$ cat config.mk
export PLATFORM = sky130hd
export DESIGN_NAME = debug_unit
export DESIGN_NICKNAME = d
export VERILOG_FILES = /design/src/rtl/debug_unit_pkg.sv /design/src/rtl/debug_word_serializer.sv /design/src/rtl/debug_unit.sv
export SDC_FILE = /design/constraint.sdc
export NUM_CORES = 1
export LEC_CHECK = 0
export CAP_MARGIN = 20
export CORE_AREA = 2 2 113 137
export CTS_BUF_LIST = sky130_fd_sc_hd__clkbuf_16
export DETAILED_ROUTE_END_ITERATION = 10
export DIE_AREA = 0 0 115 139
export PLACE_DENSITY = 0.83
export SYNTH_ARGS = -nofsm -noshare
export SYNTH_HDL_FRONTEND = slang
export SYNTH_SLANG_ARGS = --single-unit
$ cat constraint.sdc
create_clock -name i_clock -period 1.62 [get_ports i_clock]
set_clock_uncertainty 0.1 [all_clocks]
set_input_delay 0.405 -clock i_clock [delete_from_list [all_inputs] [get_ports i_clock]]
set_output_delay 0.405 -clock i_clock [all_outputs]
set_load 0.01 [all_outputs]
$ cat src/rtl/debug_unit_pkg.sv
// Shared definitions for the debug unit: host command codes, FSM states and frame geometry.
package debug_unit_pkg;

  localparam logic [7:0] CMD_RUN  = 8'h43;  // 'C'
  localparam logic [7:0] CMD_STEP = 8'h53;  // 'S'
  localparam logic [7:0] CMD_READ = 8'h52;  // 'R'

  typedef enum logic [2:0] {
    ST_IDLE,
    ST_RUN,
    ST_STEP,
    ST_SNAP,
    ST_RDWAIT,
    ST_SEND
  } state_t;

  // A frame carries PC, cycle counter, then every register of the file.
  function automatic int frame_words(input int regfile_depth);
    return 2 + regfile_depth;
  endfunction

endpackage

$ cat src/rtl/debug_word_serializer.sv
// Splits one word into bytes, MSB first, over a valid/ready link; pulses o_done on the last accept.
module debug_word_serializer #(
  parameter int NB_WORD = 32,
  parameter int NB_BYTE = 8
) (
  input  logic               i_clock,
  input  logic               i_reset,
  input  logic               i_load,
  input  logic [NB_WORD-1:0] i_word,
  input  logic               i_tx_ready,
  output logic [NB_BYTE-1:0] o_tx_data,
  output logic               o_tx_valid,
  output logic               o_done
);

  localparam int NB_BYTES = NB_WORD / NB_BYTE;
  localparam int NB_CNT   = (NB_BYTES > 1) ? $clog2(NB_BYTES) : 1;

  logic [NB_WORD-1:0] r_shift;
  logic [NB_CNT-1:0]  r_left;
  logic               r_valid;
  logic               r_done;
  logic               w_accept;

  assign w_accept = r_valid & i_tx_ready;

  // NOTE: sequential state uses <= so every register samples pre-edge values, independent of statement order.
  always_ff @(posedge i_clock or negedge i_reset) begin
    if (!i_reset) begin
      r_shift <= '0;
      r_left  <= '0;
      r_valid <= 1'b0;
      r_done  <= 1'b0;
    end else begin
      r_done <= 1'b0;
      if (i_load) begin
        r_shift <= i_word;
        r_left  <= NB_CNT'(NB_BYTES - 1);
        r_valid <= 1'b1;
      end else if (w_accept) begin
        if (r_left == '0) begin
          r_valid <= 1'b0;
          r_done  <= 1'b1;
        end else begin
          r_shift <= r_shift << NB_BYTE;
          r_left  <= r_left - 1'b1;
        end
      end
    end
  end

  // Byte only moves on an accepted transfer, so data holds steady under backpressure.
  assign o_tx_data  = r_shift[NB_WORD-1 -: NB_BYTE];
  assign o_tx_valid = r_valid;
  assign o_done     = r_done;

endmodule

$ cat src/rtl/debug_unit.sv
// Host-side debug controller: gates the pipeline (run/step), counts executed cycles and dumps state over UART.
module debug_unit
  import debug_unit_pkg::*;
#(
  parameter int NB_REG        = 32,
  parameter int NB_BYTE       = 8,
  parameter int NB_REG_ADDR   = 5,
  parameter int REGFILE_DEPTH = 32
) (
  input  logic                   i_clock,
  input  logic                   i_reset,
  input  logic [NB_BYTE-1:0]     i_rx_data,
  input  logic                   i_rx_valid,
  output logic [NB_BYTE-1:0]     o_tx_data,
  output logic                   o_tx_valid,
  input  logic                   i_tx_ready,
  output logic                   o_pipe_valid,
  input  logic                   i_halt,
  input  logic [NB_REG-1:0]      i_pc,
  output logic [NB_REG_ADDR-1:0] o_reg_addr,
  input  logic [NB_REG-1:0]      i_reg_data,
  output logic                   o_busy
);

  localparam int FRAME_WORDS = frame_words(REGFILE_DEPTH);
  localparam int NB_WIDX     = $clog2(FRAME_WORDS);
  localparam logic [NB_WIDX-1:0] LAST_WORD = NB_WIDX'(FRAME_WORDS - 1);

  state_t                 r_state;
  logic [NB_REG-1:0]      r_cycle_cnt;
  logic [NB_REG-1:0]      r_cnt_word;
  logic [NB_REG-1:0]      r_ser_word;
  logic                   r_ser_load;
  logic                   r_pipe_valid;
  logic [NB_REG_ADDR-1:0] r_reg_addr;
  logic [NB_WIDX-1:0]     r_word;
  logic                   w_ser_done;

  debug_word_serializer #(
    .NB_WORD (NB_REG),
    .NB_BYTE (NB_BYTE)
  ) u_serializer (
    .i_clock    (i_clock),
    .i_reset    (i_reset),
    .i_load     (r_ser_load),
    .i_word     (r_ser_word),
    .i_tx_ready (i_tx_ready),
    .o_tx_data  (o_tx_data),
    .o_tx_valid (o_tx_valid),
    .o_done     (w_ser_done)
  );

  always_ff @(posedge i_clock or negedge i_reset) begin
    if (!i_reset) begin
      r_state      <= ST_IDLE;
      r_cycle_cnt  <= '0;
      r_cnt_word   <= '0;
      r_ser_word   <= '0;
      r_ser_load   <= 1'b0;
      r_pipe_valid <= 1'b0;
      r_reg_addr   <= '0;
      r_word       <= '0;
    end else begin
      r_ser_load <= 1'b0;
      if (r_pipe_valid) r_cycle_cnt <= r_cycle_cnt + 1'b1;

      case (r_state)
        ST_IDLE: begin
          if (i_rx_valid) begin
            case (i_rx_data)
              CMD_RUN:  r_state <= ST_RUN;
              CMD_STEP: r_state <= ST_STEP;
              CMD_READ: r_state <= ST_SNAP;
              default:  r_state <= ST_IDLE;
            endcase
          end
        end
        ST_RUN: begin
          if (i_halt) begin
            r_pipe_valid <= 1'b0;
            r_state      <= ST_SNAP;
          end else begin
            r_pipe_valid <= 1'b1;
          end
        end
        ST_STEP: begin
          // Second STEP cycle closes the single-cycle pulse; a halted pipe gets no pulse.
          if (r_pipe_valid || i_halt) begin
            r_pipe_valid <= 1'b0;
            r_state      <= ST_SNAP;
          end else begin
            r_pipe_valid <= 1'b1;
          end
        end
        ST_SNAP: begin
          r_ser_word <= i_pc;
          r_cnt_word <= r_cycle_cnt;
          r_ser_load <= 1'b1;
          r_reg_addr <= '0;
          r_word     <= '0;
          r_state    <= ST_SEND;
        end
        ST_SEND: begin
          if (w_ser_done) begin
            if (r_word == LAST_WORD) begin
              r_reg_addr <= '0;
              r_state    <= ST_IDLE;
            end else if (r_word == '0) begin
              r_ser_word <= r_cnt_word;
              r_ser_load <= 1'b1;
              r_word     <= r_word + 1'b1;
            end else begin
              r_state <= ST_RDWAIT;
            end
          end
        end
        ST_RDWAIT: begin
          // o_reg_addr has been stable for at least a cycle, so i_reg_data is valid here.
          r_ser_word <= i_reg_data;
          r_ser_load <= 1'b1;
          r_reg_addr <= r_reg_addr + 1'b1;
          r_word     <= r_word + 1'b1;
          r_state    <= ST_SEND;
        end
        default: r_state <= ST_IDLE;
      endcase
    end
  end

  assign o_pipe_valid = r_pipe_valid;
  assign o_reg_addr   = r_reg_addr;
  assign o_busy       = (r_state != ST_IDLE);

endmodule

==> Word-level counts from Yosys, hierarchy flattened <==
Index checks and enable logic that the tools add are counted.
{ "totals": {"elab_cells": 88, "mem_bits_rw": 0, "rom_bits": 0, "reg_bits": 148, "mem_count": 0, "latch_bits": 0, "input_bits": 77} }
{ "classes": {"n_mux": 38, "n_shift": 0, "n_eq_ne": 18, "magnitude_cmp": 0, "n_mul": 0, "n_bitwise": 1, "reduce_logical": 15, "n_addsub": 4, "div": 0} }
{ "ops": {"columns": ["cell", "count"], "rows": [
  ["32-bit two-way mux", 6],
  ["32-bit case mux with 3 select lines", 1],
  ["32-bit by 1-bit adder with 32-bit output, second input constant", 1],
  ["8-bit by 7-bit == test with 1-bit output, second input constant", 3],
  ["3-bit two-way mux", 6],
  ["6-bit two-way mux", 3],
  ["6-bit case mux with 3 select lines", 1],
  ["3-bit case mux with 5 select lines", 1],
  ["5-bit case mux with 3 select lines", 1],
  ["2-bit inequality test, second input constant", 7],
  ["1-bit two-way mux", 11],
  ["5-bit two-way mux", 2],
  ["6-bit by 1-bit adder with 6-bit output, second input constant", 1],
  ["3-bit by 2-bit == test with 1-bit output, second input constant", 2],
  ["3-bit == test, second input constant", 2],
  ["6-bit == test, second input constant", 1],
  ["6-bit zero test", 1],
  ["2-bit two-way mux", 3],
  ["2-bit case mux with 3 select lines", 1],
  ["2-bit nonzero test", 3],
  ["3-bit nonzero test", 2],
  ["5-bit by 1-bit adder with 5-bit output, second input constant", 1],
  ["5-bit AND reduction", 1],
  ["1-bit case mux with 2 select lines", 2],
  ["other kinds (12)", 13]
]} }

==> Logic depth before layout (Yosys ltp) <==
Gate-level depths: netlist of run 1.
{ "logic_depth": {"depth_word": 5, "depth_mapped": 7} }

==> By module <==
Synthesis of run 1 repeated with hierarchy kept, for this count alone.
{ "unflattened": {"cells_unflattened": 757, "area_unflattened_um2": 7170.6} }
{ "modules_own_cells": {"columns": ["mod", "seq_area_each_um2", "cells_each", "n_inst", "area_each_um2"], "rows": [
  ["debug_unit", 2802.7, 567, 1, 5292.6],
  ["debug_word_serializer", 900.9, 190, 1, 1878.1]
]} }

==> Worst setup path before layout of run 1 <==
No wires, ideal clock.
{ "synth_timing": {"path_kind": "flip-flop to flip-flop", "start": "reg r_cycle_cnt[0]", "end": "reg r_cycle_cnt[14]", "path_stages_with_launch": 6, "setup_slack_ns": -0.058, "t_arrival_ns": 1.453, "n_path_buf": 0, "cell_sequence": "dfrtp_1 > ha_1 > nand4_4 > nor4_1 > nand4_1 > xnor2_1"} }
{ "synth_between": {"elab_chain_cells": 1} }
{ "synth_rtl": {"columns": ["element", "line_no", "source"], "rows": [
  ["start: declaration", "debug_unit.sv:30", "logic [NB_REG-1:0] r_cycle_cnt;"],
  ["start signal: assignment", "debug_unit.sv:65", "if (r_pipe_valid) r_cycle_cnt <= r_cycle_cnt + 1'b1;"],
  ["32-bit by 1-bit adder with 32-bit output", "debug_unit.sv:65", null]
]} }
Every way passes these cells.
A chain may end at the register's enable or synchronous reset.

==> Worst setup path after layout of run 1 <==
{ "layout_timing": {"start": "reg r_state[1]", "end": "reg r_ser_word[16]"} }
{ "layout_between": {"elab_chain_cells": 3, "elab_cells_between_ends": 9} }
{ "layout_rtl": {"columns": ["element", "line_no", "source"], "rows": [
  ["start: declaration", "debug_unit.sv:29", "state_t r_state;"],
  ["start signal: assignment", "debug_unit.sv:55", "r_state <= ST_IDLE;"],
  ["start signal: assignment", "debug_unit.sv:71", "CMD_RUN: r_state <= ST_RUN;"],
  ["start signal: assignment", "debug_unit.sv:72", "CMD_STEP: r_state <= ST_STEP;"],
  ["3-bit == test or 3-bit by 2-bit == test with 1-bit output (tied branches)", "debug_unit.sv:67", "case (r_state)"],
  ["2-bit inequality test (no line), or another cell as far along", null, null],
  ["4-bit AND reduction (no line)", null, null],
  ["end signal: assignment", "debug_unit.sv:96", "r_ser_word <= i_pc;"],
  ["end signal: assignment", "debug_unit.sv:109", "r_ser_word <= r_cnt_word;"],
  ["end signal: assignment", "debug_unit.sv:119", "r_ser_word <= i_reg_data;"],
  ["end: declaration", "debug_unit.sv:32", "logic [NB_REG-1:0] r_ser_word;"]
]} }
Several ways; a longest one is shown, not always the timed one.

==> results of run 1 <==
==> cells in the mapped netlist, drive strengths merged, types with 2 or more instances <==
cell,n
a22o,3
a21o,2
nor2,43
nor4,6
inv,8
ha,6
and3,3
nand2b,6
a21oi,36
a41oi,2
nor3b,2
nand4,15
mux2,2
nor2b,4
buf,34
nor3,5
nand3b,2
xor2,4
o21ai,68
mux2i,60
clkbuf,17
nor4b,2
xnor2,31
nand2,158
nand3,47
and4,2
dfrtp,148
and2,2
==> path summary, 6_finish.rpt <==
path	end	slack (ps)	depth (start not counted)
min in group i_clock	r_cnt_word[21]	390	2
max in group asynchronous	r_cycle_cnt[20]	500	3
hold / removal	r_state[1]	360	2
hold reg to reg	r_cnt_word[21]	390	2
setup reg to reg	r_ser_word[16]	-310	9
setup / recovery	r_ser_word[16]	-310	9
==> power breakdown <==
group	switching, W	leakage, nW	internal (W)
clock network	0.00159	0.318	0.00300
registers	0.000887	1.95	0.00466
logic	0.00497	3.18	0.00432
total	0.00745	5.45	0.0120
==> what timing repair did <==
| item | 4_1_cts | 5_1_grt |
|---|---|---|
| setup buffers | 30 | 20 |
| endpoints found under the hold margin | 32 | 0 |
| endpoints found under the setup margin | 68 | 135 |
| pin swaps | 45 | 68 |
| cloned | 7 | 6 |
| hold buffers | 1 | 0 |
| gates resized for setup | 144 | 199 |
==> metrics by stage <==
step | std cells | power [W]
after floorplan | 733 | 0.008788
after detailed placement | 1029 | 0.01070
after global routing | 1116 | 0.02002
after global placement | 1029 | 0.01048
final | 1116 | 0.01943
after CTS | 1095 | 0.01686
==> flip-flops by register name, indices dropped and copies added (netlist names) <==
register	cells
u_serializer.r_left	2
u_serializer.r_shift	32
u_serializer.o_tx_valid	1
r_cycle_cnt	32
o_reg_addr	5
r_state	3
u_serializer.o_done	1
r_word	6
r_ser_load	1
o_pipe_valid	1
r_cnt_word	32
r_ser_word	32
==> per-layer routing <==
layer / GRT usage (%) / vias up / wire length (um)
met2: 51.80 / 567 / 14320
met3: 6.687 / 238 / 2428
met5: 0 / - / 0
met4: 20.80 / 0 / 2872
li1: - / 2901 / -
met1: 33.45 / 3534 / 9702
==> area by class of cell <==
cell class,instances,area [um^2],share of cell area (%)
Tap cell,178,222.7,2.002
Sequential cell,148,3712,33.36
Inverter,8,30.03,0.2699
Clock inverter,11,235.2,2.114
Clock buffer,17,425.4,3.823
Multi-Input combinational cell,528,4023,36.15
Timing Repair Buffer,226,2479,22.28
==> logic make-up after synthesis <==
| kind of cell | after synthesis |
|---|---|
| AND/OR/NAND/NOR | 302 |
| flip-flops | 148 |
| AO/OA/AOI/OAI | 121 |
| multiplexers | 62 |
| buffers and inverters | 59 |
| XOR/XNOR | 35 |
| adder cells (fa/ha/maj) | 6 |
==> impl_metrics.ini, run 1 <==
[worst_setup_path]
cp_slowest_cell = dfrtp_1
cp_cell_sequence = buf_6 > buf_6 > and2b_2 > and3_4 > nor2_4 > buf_12 > buf_12 > buf_16 > o21ai_2
path_buf_inv = 5
cp.arrival_ps = 2170
start_kind = register
rr_startpoint = r_state[1]
cp-end-kind = register
cp.required_ps = 1860
cp_top_family = buffers and inverters
cp_max_fo = 9
max_stage_delay_ps = 410
crit_start = r_state[1]
crit_type = register to register

[placement]
place_hpwl_mm = 13.04
dpl_worst_slack_ps = -505.0
gp_congestion = 0.8677
io_buffers = 92
postPlaceCellArea_um2 = 8757

[detailed_routing]
post-route-drc-count = 0
vias = 7240
routed_wl_mm = 29.32
ant_nets = 0
routed_via_density = 6.487
drt_iter0_drc = 754
dr.pass1.iters = 6
avgRoutedWirePerCell_um = 26.27

[logic_synthesis]
ys_seq_area_share_pct = 51.37
synth_xor_area_share_pct = 4.252
synth.area.top_cells = dfrtp_1 (51%), mux2i_1 (8.3%), nand2_1 (8.2%)
yosysUniqueCellTypes = 58
synthMuxAreaShare_pct = 8.643
syn_area_per_cell_um2 = 9.835
async_reset_ff_share_pct = 100.0
synth_compound_area_share_pct = 9.372
synthSimpleGateAreaFrac_pct = 20.64
synth_cells = 733
synth-main-ff-cell = dfrtp_1
synth_top_family_by_area = simple AND/OR/NAND/NOR gates
syn_nets = 816
synth_top_area_share_pct = 51.37
synth_edf_count = 0
ys_ff_latch = 148
synth-warning-count = 0
synth_area_leader_cell = dfrtp_1
synth_fa_ha_area_share_pct = 1.041
synthesis.area_um2 = 7209

[global_routing]
grt_pass1_wl_mm = 37.42
grt_pass1_vias = 7038
grt_remaining_overflow = 0
antenna_found_initial = 0
grt_max_degree = 46
grt_use_total_pct = 30.46

[power_and_ir_drop]
leakage_nw = 5.447
power_density_nw_per_um2 = 1746
peakVddDrop_mv = 0.9180

[layout]
mostFrequentLayoutCells = dfrtp_1 (141), nand2_1 (107), clkdlybuf4s50_1 (75)
final_common_cell = dfrtp_1
synthToLayoutAreaGrowth_pct = 54.34
drive_gt1_share_pct = 36.25
final_util_pct = 75.62
final_nets = 1012
fillCellCount = 739
diodes = 0
final_cell_area_um2 = 11130

[outcome]
violations = negative setup slack
status = finished, violations left

[floorplanning]
core_um2 = 14710
initial_core_util_pct = 49.00
ios = 93
dieWidth_um = 115
rows = 49
die_y_um = 139
die_area_um2 = 15990

[cts]
clk_latency_ps = 440
clock_sinks = 148
h-tree-depth = 4
path_clk_slew_ps = 60
cts_tree = built
cts-root-buf = clkbuf_16
numCtsBuffers = 17
cts_max_path_buffers = 2

[timing]
period_minus_slack_ps = 1928
relSlewSlack_pct = 68.02
setup_tns_ps = -15180
max_clock_freq_mhz = 518.7
slew_violations = 0
period_share_pct = 119.0
worstMarginPinSlew_ps = 470.5
setup_viol = 87
rsz0062_at_grt = yes
setup_ws_ps = -308.0
hold_ws_ps = 359.9
hold_viol = 0

[run]
max-cap-violations = 0

[worst_hold_path]
hp-class = primary input to async pin
Note: power is estimated with default switching activity, not from simulation.
==> run 2: changes to the inputs <==
Settings changed: CELL_PAD_IN_SITES_DETAIL_PLACEMENT set to 1, CELL_PAD_IN_SITES_GLOBAL_PLACEMENT set to 1, CORE_AREA 2 2 113 137 to 2 2 128 154, DIE_AREA 0 0 115 139 to 0 0 130 156.
==> run 2 against run 1 <==
Compared with the run above:
- the flow still finishes with violations (negative setup slack)
- fmax fell by 4.3%
- non-clock buffer count fell by 11
- register-to-register slack got worse by 90 ps
- sequential share of layout area rose by 1.2 points
- critical path type unchanged
- critical endpoint is now r_word[5]
- total power fell by 5.0%
- first-iteration DRC count fell by 26%
==> impl_metrics.ini, run 2 (synthesis gave the netlist of run 1 again) <==
[detailed_routing]
drt_iter0_drc = 555
routed_wl_mm = 31.42
avgRoutedWirePerCell_um = 26.51
vias = 6821
routed_via_density = 5.756
dr.pass1.iters = 5
ant_nets = 0
post-route-drc-count = 0

[placement]
gp_congestion = 0.8094
postPlaceCellArea_um2 = 8822
io_buffers = 92
dpl_worst_slack_ps = -522.8
place_hpwl_mm = 14.85

[global_routing]
grt_pass1_wl_mm = 40.01
grt_pass1_vias = 6956
grt_use_total_pct = 26.45
antenna_found_initial = 0
grt_max_degree = 50
grt_remaining_overflow = 0

[floorplanning]
ios = 93
die_area_um2 = 20280
initial_core_util_pct = 38.37
die_y_um = 156
rows = 55
core_um2 = 18790
dieWidth_um = 130

[cts]
cts_max_path_buffers = 2
h-tree-depth = 4
cts_tree = built
path_clk_slew_ps = 70
clk_latency_ps = 460
cts-root-buf = clkbuf_16
numCtsBuffers = 17
clock_sinks = 148

[power_and_ir_drop]
swShare_pct = 40.60
power_switching_w = 0.007493
peakVddDrop_mv = 0.6482
power_w = 0.01846
leakage_nw = 5.101
p_int_w = 0.01096
power.share.clock_pct = 22.1
power_density_nw_per_um2 = 1722
seq_power_share_pct = 30.3
combPwrFrac_pct = 47.6

[timing]
hold_ws_ps = 343.1
period_minus_slack_ps = 2015
setup_ws_ps = -394.9
rsz0062_at_grt = yes
worstMarginPinSlew_ps = 502.5
period_share_pct = 124.4
hold_viol = 0
max_clock_freq_mhz = 496.3
relSlewSlack_pct = 66.19
setup_viol = 109
slew_violations = 0
setup_tns_ps = -13210

[layout]
regArea_um2 = 3706
final_nets = 1000
final_cell_area_um2 = 10720
multi_input_area_um2 = 3811
final_common_cell = dfrtp_1
fillCellCount = 1959
diodes = 0
drive_gt1_share_pct = 30.79
mostFrequentLayoutCells = dfrtp_1 (146), nand2_1 (132), clkdlybuf4s50_1 (75)
synthToLayoutAreaGrowth_pct = 48.66

[worst_hold_path]
hp-class = primary input to async pin

[worst_setup_path]
rr_startpoint = r_word[4]
cp.required_ps = 1890
crit_start = r_word[4]
crit_type = register to register
start_kind = register
cp-end-kind = register
cp_max_fo = 7
cp.arrival_ps = 2280

[run]
max-cap-violations = 0

[outcome]
violations = negative setup slack
status = finished, violations left
-- run 2: cell types whose count changed in the layout (fill, tap and decap cells not counted), moves of 5 or more --
cell	before	now
nand3_2	20	27
dfrtp_1	141	146
a21oi_1	22	33
dfrtp_2	7	2
nand2_1	107	132
a21oi_2	11	2
nand2_2	30	24
nand2_4	21	2
nand3_4	8	2
buf_12	20	14
dlygate4sd2_1	1	10
clkdlybuf4s15_1	13	3
-- run 2: layout make-up --
class / instances / area share (%)
inverters: 8 / 0.2802
repair buffers: 215 / 21.28
flip-flops and latches: 148 / 34.58
multi-input cells: 527 / 35.56
clock buffers: 17 / 3.969
well taps: 256 / 2.989
clock inverters: 14 / 1.343
-- run 2: final timing paths --
path / end / slack, ps / depth (start not counted)
setup reg to reg: r_word[5] / -390 / 6
hold / removal: r_cycle_cnt[30] / 340 / 2
min in group i_clock: r_cnt_word[24] / 390 / 2
hold reg to reg: r_cnt_word[24] / 390 / 2
max in group asynchronous: u_serializer.r_shift[9] / 510 / 3
setup / recovery: r_word[5] / -390 / 6
-- run 2: layer usage --
layer	track usage, %	part of all wire [%]
met1	29.16	37
met2	47.57	52
met3	5.281	5.2
met4	13.72	6.4
met5	0	0
-- run 2: timing repair --
action                                 in CTS  in global routing
resized for setup                         116                138
buffers inserted                           18                 22
hold buffers                                1                  0
pin swaps                                  12                 39
cloned                                      5                  9
setup endpoints to repair                  81                141
endpoints found under the hold margin      35                  0
-- run 2: through the flow --
| stage | utilization [%] | instances |
|---|---|---|
| after floorplan | - | 733 |
| after global placement | 46.96 | 1101 |
| after detailed placement | 46.96 | 1101 |
| after CTS | 52.58 | 1156 |
| after global routing | 57.05 | 1185 |
| final | 57.05 | 1185 |
-- run 2: power by group through the flow --
stage / Clock, W / Sequential [W] / Combinational [W]
after detailed placement: 0 / 0.00541 / 0.00539
after floorplan: 0 / 0.00517 / 0.00361
after CTS: 0.00398 / 0.00537 / 0.00644
after global routing: 0.00424 / 0.00562 / 0.00917
after global placement: 0 / 0.00534 / 0.00517
final: 0.00408 / 0.00559 / 0.00879
-- run 2: critical path, stage by stage (launching register included) --
cell,delay [ps]
dfrtp_1,430
nor4b_4,360
buf_4,180
nand3_4,160
buf_4,220
a21boi_4,230
mux2i_1,240
